**config.mk**
```make
export PLATFORM = sky130hd
export DESIGN_NAME = if_stage
export DESIGN_NICKNAME = d
export VERILOG_FILES = /design/src/rtl/if_stage.sv
export SDC_FILE = /design/constraint.sdc
export NUM_CORES = 1
export LEC_CHECK = 0
export ABC_AREA = 1
export CAP_MARGIN = 10
export CORE_ASPECT_RATIO = 1.2
export CORE_MARGIN = 2
export CORE_UTILIZATION = 45
export CTS_BUF_LIST = sky130_fd_sc_hd__clkbuf_4
export DETAILED_ROUTE_END_ITERATION = 7
export HOLD_SLACK_MARGIN = 0.12
export MAX_ROUTING_LAYER = met4
export PLACE_DENSITY = 0.77
export SKIP_CTS_REPAIR_TIMING = 1
export SYNTH_ARGS = -nofsm -noshare
export SYNTH_HDL_FRONTEND = slang
export SYNTH_SLANG_ARGS = --single-unit
```
**constraint.sdc**
```tcl
create_clock -name clk -period 3.9 [get_ports clk]
set_input_delay 0.78 -clock clk [delete_from_list [all_inputs] [get_ports clk]]
set_output_delay 0.78 -clock clk [all_outputs]
set_load 0.05 [all_outputs]
```
**src/rtl/if_stage.sv**
```systemverilog
// Instruction-fetch stage with the IF/ID pipeline register.
// Handles stall, flush, redirect and HALT, and keeps a saturating count of fetched instructions.
module if_stage #(
    parameter int                  PC_WIDTH  = 8,
    parameter logic [PC_WIDTH-1:0] RESET_PC  = '0,
    parameter int                  CNT_WIDTH = 16
) (
    input  logic                 clk,
    input  logic                 reset,
    output logic [PC_WIDTH-1:0]  imem_addr,
    input  logic [7:0]           imem_rdata,
    input  logic                 stall,
    input  logic                 flush,
    input  logic                 redirect_valid,
    input  logic [PC_WIDTH-1:0]  redirect_pc,
    output logic [7:0]           if_id_instr,
    output logic [PC_WIDTH-1:0]  if_id_pc,
    output logic [PC_WIDTH-1:0]  if_id_pc_plus1,
    output logic                 if_id_valid,
    output logic                 halted,
    output logic [CNT_WIDTH-1:0] fetch_count
);

    localparam logic [7:0] NOP_INSTR  = 8'hE0;
    localparam logic [7:0] HALT_INSTR = 8'hFF;

    // state   | meaning
    // S_RUN    | fetching normally
    // S_HALTED | HALT delivered; pc frozen, only bubbles until redirect/reset
    typedef enum logic {S_RUN, S_HALTED} state_t;

    state_t               r_state;
    state_t               w_state_next;
    logic [PC_WIDTH-1:0]  r_pc;
    logic [PC_WIDTH-1:0]  w_pc_next;
    logic [PC_WIDTH-1:0]  w_pc_plus1;
    logic [7:0]           r_instr;
    logic [PC_WIDTH-1:0]  r_ifid_pc;
    logic [PC_WIDTH-1:0]  r_ifid_pc_plus1;
    logic                 r_valid;
    logic [CNT_WIDTH-1:0] r_count;
    logic                 w_load;
    logic                 w_bubble;

    assign w_pc_plus1 = r_pc + PC_WIDTH'(1);

    always_ff @(posedge clk) begin
        if (reset) begin
            r_state <= S_RUN;
        end else begin
            r_state <= w_state_next;
        end
    end

    // Priority: redirect > halted > stall > fetch; flush only affects IF/ID.
    always_comb begin
        w_state_next = r_state;
        w_pc_next    = r_pc;
        w_load       = 1'b0;
        w_bubble     = 1'b0;
        if (redirect_valid) begin
            w_pc_next    = redirect_pc;
            w_bubble     = 1'b1;
            w_state_next = S_RUN;
        end else if (r_state == S_HALTED) begin
            w_bubble = 1'b1;
        end else if (stall) begin
            w_bubble = flush;
        end else if (flush) begin
            w_bubble  = 1'b1;
            w_pc_next = w_pc_plus1;
        end else begin
            w_load = 1'b1;
            if (imem_rdata == HALT_INSTR) begin
                w_state_next = S_HALTED;
            end else begin
                w_pc_next = w_pc_plus1;
            end
        end
    end

    always_ff @(posedge clk) begin
        if (reset) begin
            r_pc            <= RESET_PC;
            r_instr         <= NOP_INSTR;
            r_ifid_pc       <= '0;
            r_ifid_pc_plus1 <= '0;
            r_valid         <= 1'b0;
            r_count         <= '0;
        end else begin
            r_pc <= w_pc_next;
            if (w_load) begin
                r_instr         <= imem_rdata;
                r_ifid_pc       <= r_pc;
                r_ifid_pc_plus1 <= w_pc_plus1;
                r_valid         <= 1'b1;
                if (r_count != '1) begin
                    r_count <= r_count + CNT_WIDTH'(1);
                end
            end else if (w_bubble) begin
                r_instr         <= NOP_INSTR;
                r_ifid_pc       <= '0;
                r_ifid_pc_plus1 <= '0;
                r_valid         <= 1'b0;
            end
        end
    end

    assign imem_addr      = r_pc;
    assign if_id_instr    = r_instr;
    assign if_id_pc       = r_ifid_pc;
    assign if_id_pc_plus1 = r_ifid_pc_plus1;
    assign if_id_valid    = r_valid;
    assign halted         = (r_state == S_HALTED);
    assign fetch_count    = r_count;

endmodule

```
==> results of run 1 <==
==> logic make-up (layout without fill, tap and decap cells) <==
logic type,Yosys count,in the layout,synth area share (%)
AOI/OAI and AO/OA,52,52,12.81
xor gates and xnor gates,9,9,3.279
adders and majority gates,2,2,1.041
buffers and inverters,34,102,6.351
DFF,50,50,41.64
muxes,1,1,0.4685
and+or+nand+nor,203,203,34.41
==> placed cells by master (no fill, tap or decap), types with 2 or more instances in the layout <==
cell type,n
nand3b_1,2
clkbuf_4,7
clkdlybuf4s50_1,69
nand2_2,2
nand2_1,136
inv_1,19
a21oi_2,10
o22ai_1,3
o21ai_0,6
ha_1,2
nor2_1,33
nand3_1,19
xor2_1,4
dfxtp_1,50
nor3_1,2
a21oi_1,31
xnor2_1,5
nand4_1,6
buf_4,3
==> path summary, 6_finish.rpt <==
path,startpoint,to,slack [ps]
setup / recovery,imem_addr[6],imem_addr[6],1420
hold / removal,if_id_pc[1],if_id_pc[1],470
setup reg to reg,fetch_count[0],fetch_count[11],2080
hold reg to reg,if_id_pc[1],if_id_pc[1],470
==> sequential cells by signal, summed over array words and instances, names as in the netlist <==
name,flops
fetch_count,16
if_id_instr,8
if_id_pc,8
if_id_pc_plus1,8
imem_addr,8
halted,1
if_id_valid,1
==> synth_stat cells <==
cell      instances
a21oi_1          31
a21oi_2          10
buf_2             5
buf_4             1
buf_6             2
clkbuf_1          5
clkinv_1          1
dfxtp_1          50
ha_1              2
inv_1            19
inv_2             1
mux2_2            1
nand2_1         136
nand2_2           2
nand3_1          19
nand3_2           1
nand3b_1          2
nand4_1           6
nor2_1           33
nor2_2            1
nor3_1            2
o21ai_0           6
o21ai_2           1
o21bai_1          1
o22ai_1           3
or2_2             1
xnor2_1           5
xor2_1            4
==> per-layer routing <==
metal | up-vias | track usage [%]
met5 | - | -
met4 | 0 | 5.489
met3 | 9 | 4.227
met2 | 71 | 34.58
met1 | 1083 | 23.40
li1 | 1256 | -
==> power by group through the flow <==
stage | Sequential, W | Clock [W] | Combinational [W]
4_1_cts | 0.000533 | 0.000316 | 0.000137
2_1_floorplan | 0.000577 | 0 | 0.0000507
3_5_place_dp | 0.000544 | 0 | 0.000136
5_1_grt | 0.000535 | 0.000335 | 0.000147
3_3_place_gp | 0.000544 | 0 | 0.000136
6_report | 0.000533 | 0.000309 | 0.000136
==> through the flow <==
| step | power, W | instance area [um^2] | setup slack, ps | std cells | hold WS [ps] |
|---|---|---|---|---|---|
| floorplan | 0.0006274 | 2404 | 2048 | 351 | 681.2 |
| global placement | 0.0006799 | 3126 | 1291 | 473 | 446.7 |
| detailed placement | 0.0006809 | 3126 | 1221 | 473 | 457.1 |
| CTS | 0.0009861 | 3208 | 1418 | 481 | 476.2 |
| global route | 0.001017 | 3208 | 1358 | 481 | 492.3 |
| finish | 0.0009783 | 3208 | 1421 | 481 | 472.8 |
==> cell type report <==
cell class	instances	area (um^2)
Clock buffer	7	52.55
Clock inverter	1	30.03
Fill cell	517	2017
Inverter	21	78.83
Multi-Input combinational cell	267	1250
Sequential cell	50	1001
Tap cell	62	77.57
Timing Repair Buffer	73	718.2
==> impl_metrics.json, run 1 <==
{
  "drt_wl_total_mm": 5.814,
  "hold-path-cell-count": 2,
  "switching_power_w": 0.0002561,
  "internal_power_w": 0.0007222,
  "top_layer_used": "met4",
  "reg2regPathDepth": 7,
  "p_leak_nw": 1.155,
  "status": "finished, final reports clean",
  "core_um2": 5225,
  "drive_gt1_share_pct": 7.160,
  "path_depth": 1,
  "track_usage_pct": 20.04,
  "dieHeight_um": 84.06,
  "syn_nets": 374,
  "fin_util_pct": 61.40,
  "synth_top_area_share_pct": 41.64,
  "arrival_ps": 1700,
  "nNetsFinal": 441,
  "irDropWorstVdd_v": 0.0001567,
  "hold_viol": 0,
  "cts_tree": "yes",
  "firstDrtPassIters": 4,
  "max_freq_ghz": 0.4034,
  "finalCriticalPeriod_ps": 2479,
  "path_cells": "clkdlybuf4s50_1",
  "finalMaxSlewViolations": 0,
  "diodes": 0,
  "grt_pass1_vias": 2120,
  "crit_path_start_kind": "flop",
  "dieArea_um2": 5944,
  "worstMarginPinSlew_ps": 649.0,
  "slowest_delay_ps": 850,
  "yosysSeqAreaShare_pct": 41.64,
  "p_comb_share_pct": 13.9,
  "rsz0062_at_grt": "false",
  "pwr-share-clk_pct": 31.6,
  "synth_cell_type_count": 28,
  "gp_congestion": 0.8688,
  "ys_seq_elements": 50,
  "wl_per_cell_um": 12.09,
  "fin_skew_ps": 5.532,
  "critical_path_class": "flop to output port",
  "drt_iter0_markers": 162,
  "avgSynthCellArea_um2": 6.848,
  "gr-total-overflow": 0,
  "die_x_um": 70.72,
  "place_hpwl_mm": 4.255,
  "hold_path.class": "flop to flop",
  "crit_path_end_kind": "output port",
  "slew_headroom_pct": 56.68,
  "synth_area_leaders": "dfxtp_1 42%, nand2_1 21%, a21oi_1 6.5%, nor2_1 5.2%, nand3_1 4.0%",
  "worstSkewPairLatency_ps": 350,
  "initial_core_util_pct": 46.00,
  "yosys_warnings": 0,
  "ant_nets": 0,
  "clk_transition_reported_paths_ps": 140,
  "syn_area_um2": 2404,
  "drc": 0,
  "synth_cells": 351,
  "antenna_found_initial": 0,
  "cts_num_sinks": 50,
  "vias": 2419,
  "maxCapViolCount": 0,
  "ios": 71,
  "synth.largest_area_cell": "dfxtp_1",
  "p_seq_share_pct": 54.5,
  "swShare_pct": 26.18,
  "viasPerCell": 5.029,
  "cp_max_fo": 6,
  "cp.required_ps": 3120,
  "power_density_nw_per_um2": 305.0,
  "synthToLayoutAreaGrowth_pct": 33.47,
  "fin_tns_setup_ps": 0,
  "portBuffers": 70,
  "wl_met3_um": 361,
  "crit_path_top_delay_cell": "clkdlybuf4s50_1",
  "finalCritPeriodShare_pct": 63.56,
  "cts.path.max_buffers": 2,
  "grt_pass1_wl_mm": 9.556,
  "critical_path.top_delay_family": "buffers and inverters",
  "cts_root_buffer": "clkbuf_4",
  "wl_met2_mm": 2.849,
  "cts_made_buffers": 5,
  "drt-met1-wl_mm": 2.517,
  "grt_max_degree": 28,
  "finalSetupViolations": 0,
  "std_cell_rows": 29,
  "cts.htree.levels": 2,
  "cp.buffers_inverters": 1
}
No activity file was read; power rests on OpenSTA's default activity.
==> run 2, diff against run 1 <==
Settings changed: CORE_UTILIZATION 45 to 44, PLACE_DENSITY 0.77 to 0.78.
Clock period 3.9 ns to 2.2 ns, I/O delays scaled along.
==> impl_metrics.json, run 2 (synthesis results as in run 1) <==
{
  "dieArea_um2": 6072,
  "path_cells": "clkdlybuf4s50_1",
  "viasPerCell": 5.136,
  "finalCritPeriodShare_pct": 97.63,
  "final_common_cell": "nand2_1",
  "arrival_ps": 1710,
  "rsz0062_at_grt": "false",
  "place_hpwl_mm": 4.488,
  "reg2regPathDepth": 7,
  "swShare_pct": 27.02,
  "p_leak_nw": 1.253,
  "p_comb_share_pct": 14.2,
  "slew_headroom_pct": 65.93,
  "min_from": "reset",
  "synthToLayoutAreaGrowth_pct": 34.93,
  "wl_per_cell_um": 12.67,
  "cp_max_fo": 6,
  "firstDrtPassIters": 4,
  "crit_path_top_delay_cell": "clkdlybuf4s50_1",
  "antenna_found_initial": 0,
  "worstMarginPinSlew_ps": 509.5,
  "placed_cells": 476,
  "finalSetupViolations": 0,
  "vias": 2486,
  "cts_num_sinks": 50,
  "fin_skew_ps": 7.270,
  "largest_reg_flops": 16,
  "critical_path.top_delay_family": "buffers and inverters",
  "ios": 71,
  "max_freq_ghz": 0.4656,
  "final_cell_count_no_fill": 484,
  "finalCriticalPeriod_ps": 2148,
  "grt_pass1_wl_mm": 9.963,
  "hold_path.class": "primary input to flop",
  "crit_path_start_kind": "flop",
  "fin_util_pct": 61.22,
  "r2r-end": "fetch_count[14]",
  "regArea_um2": 1001,
  "cts_made_buffers": 5,
  "hold_end": "fetch_count[12]",
  "critical_path_class": "flop to output port",
  "diodes": 0,
  "hold_viol": 0,
  "std_cell_rows": 29,
  "multi_input_area_um2": 1250,
  "fillerInstances": 508,
  "rrSetupSlack_ps": 360,
  "crit_path_end_kind": "output port",
  "track_usage_pct": 21.00,
  "gr-total-overflow": 0,
  "drc": 0,
  "p_seq_share_pct": 54.4,
  "fin_tns_setup_ps": 0,
  "mostFrequentLayoutCells": "136 x nand2_1, 64 x clkdlybuf4s50_1, 50 x dfxtp_1, 33 x nor2_1, 31 x a21oi_1",
  "drt_wl_total_mm": 6.131,
  "switching_power_w": 0.0004699,
  "cts.htree.levels": 2,
  "cts_root_buffer": "clkbuf_4",
  "drive_gt1_share_pct": 7.820,
  "internal_power_w": 0.001269,
  "cp.required_ps": 1760,
  "irDropWorstVdd_v": 0.0003453,
  "maxCapViolCount": 0,
  "slowest_delay_ps": 850,
  "hold-path-cell-count": 2,
  "cts_tree": "yes",
  "drt_iter0_markers": 180,
  "cts.path.max_buffers": 2,
  "clk_transition_reported_paths_ps": 140,
  "portBuffers": 70,
  "status": "finished, final reports clean",
  "core_um2": 5298,
  "pwr-share-clk_pct": 31.5,
  "cp.buffers_inverters": 1,
  "initial_core_util_pct": 45.37,
  "ant_nets": 0,
  "grt_max_degree": 29,
  "worstSkewPairLatency_ps": 370,
  "dieHeight_um": 84.97,
  "grt_pass1_vias": 2183,
  "power_density_nw_per_um2": 536.3,
  "nNetsFinal": 444,
  "reg2reg_from": "fetch_count[0]",
  "die_x_um": 71.47,
  "finalMaxSlewViolations": 0,
  "gp_congestion": 0.8397
}
==> run 2: worst max-delay path by stage <==
stage	startpoint	end	slack [ps]	cells past startpoint
after floorplan	fetch_count[0]	fetch_count[12]	350	11
after CTS	fetch_count[0]	fetch_count[0]	40	1
after global placement	stall	fetch_count[12]	270	8
after global routing	imem_addr[0]	imem_addr[0]	2	1
after detailed placement	stall	fetch_count[10]	200	8
final	fetch_count[9]	fetch_count[9]	50	1
==> run 2: final cells by class <==
class                      instances  share of cell area, %
clock buffer                       6                  1.389
clock inverter                     2                  1.157
inverter                          21                  2.431
multi-input combinational        267                  38.54
sequential                        50                  30.86
tap                               62                  2.392
timing repair buffer              76                  23.23
==> run 2: per-stage QoR <==
| step | hold slack [ps] | setup WS (ps) | area (um^2) | total power [W] |
|---|---|---|---|---|
| 2_1_floorplan | 576.9 | 348.2 | 2404 | 0.001112 |
| 3_3_place_gp | 450.7 | 271.4 | 3148 | 0.001209 |
| 3_5_place_dp | 455.4 | 198.7 | 3148 | 0.001212 |
| 4_1_cts | 463.6 | 41.48 | 3231 | 0.001752 |
| 5_1_grt | 478.8 | 1.767 | 3243 | 0.001818 |
| 6_report | 471.7 | 52.13 | 3243 | 0.001739 |
==> run 2: power by group through the flow <==
stage | registers (W) | clock network [W] | logic (W)
6_report | 0.000946 | 0.000547 | 0.000246
5_1_grt | 0.000950 | 0.000604 | 0.000265
4_1_cts | 0.000946 | 0.000558 | 0.000247
3_5_place_dp | 0.000966 | 0 | 0.000247
3_3_place_gp | 0.000965 | 0 | 0.000244
2_1_floorplan | 0.00102 | 0 | 0.0000899
==> run 2: layer usage <==
metal	wire (um)	up-vias	part of all wire, %	track usage (%)
met2	3156	71	51	36.28
met3	346	10	5.6	3.682
met4	123	0	2.0	6.346
met5	0	-	0	-
met1	2505	1141	41	24.67
li1	-	1264	-	-
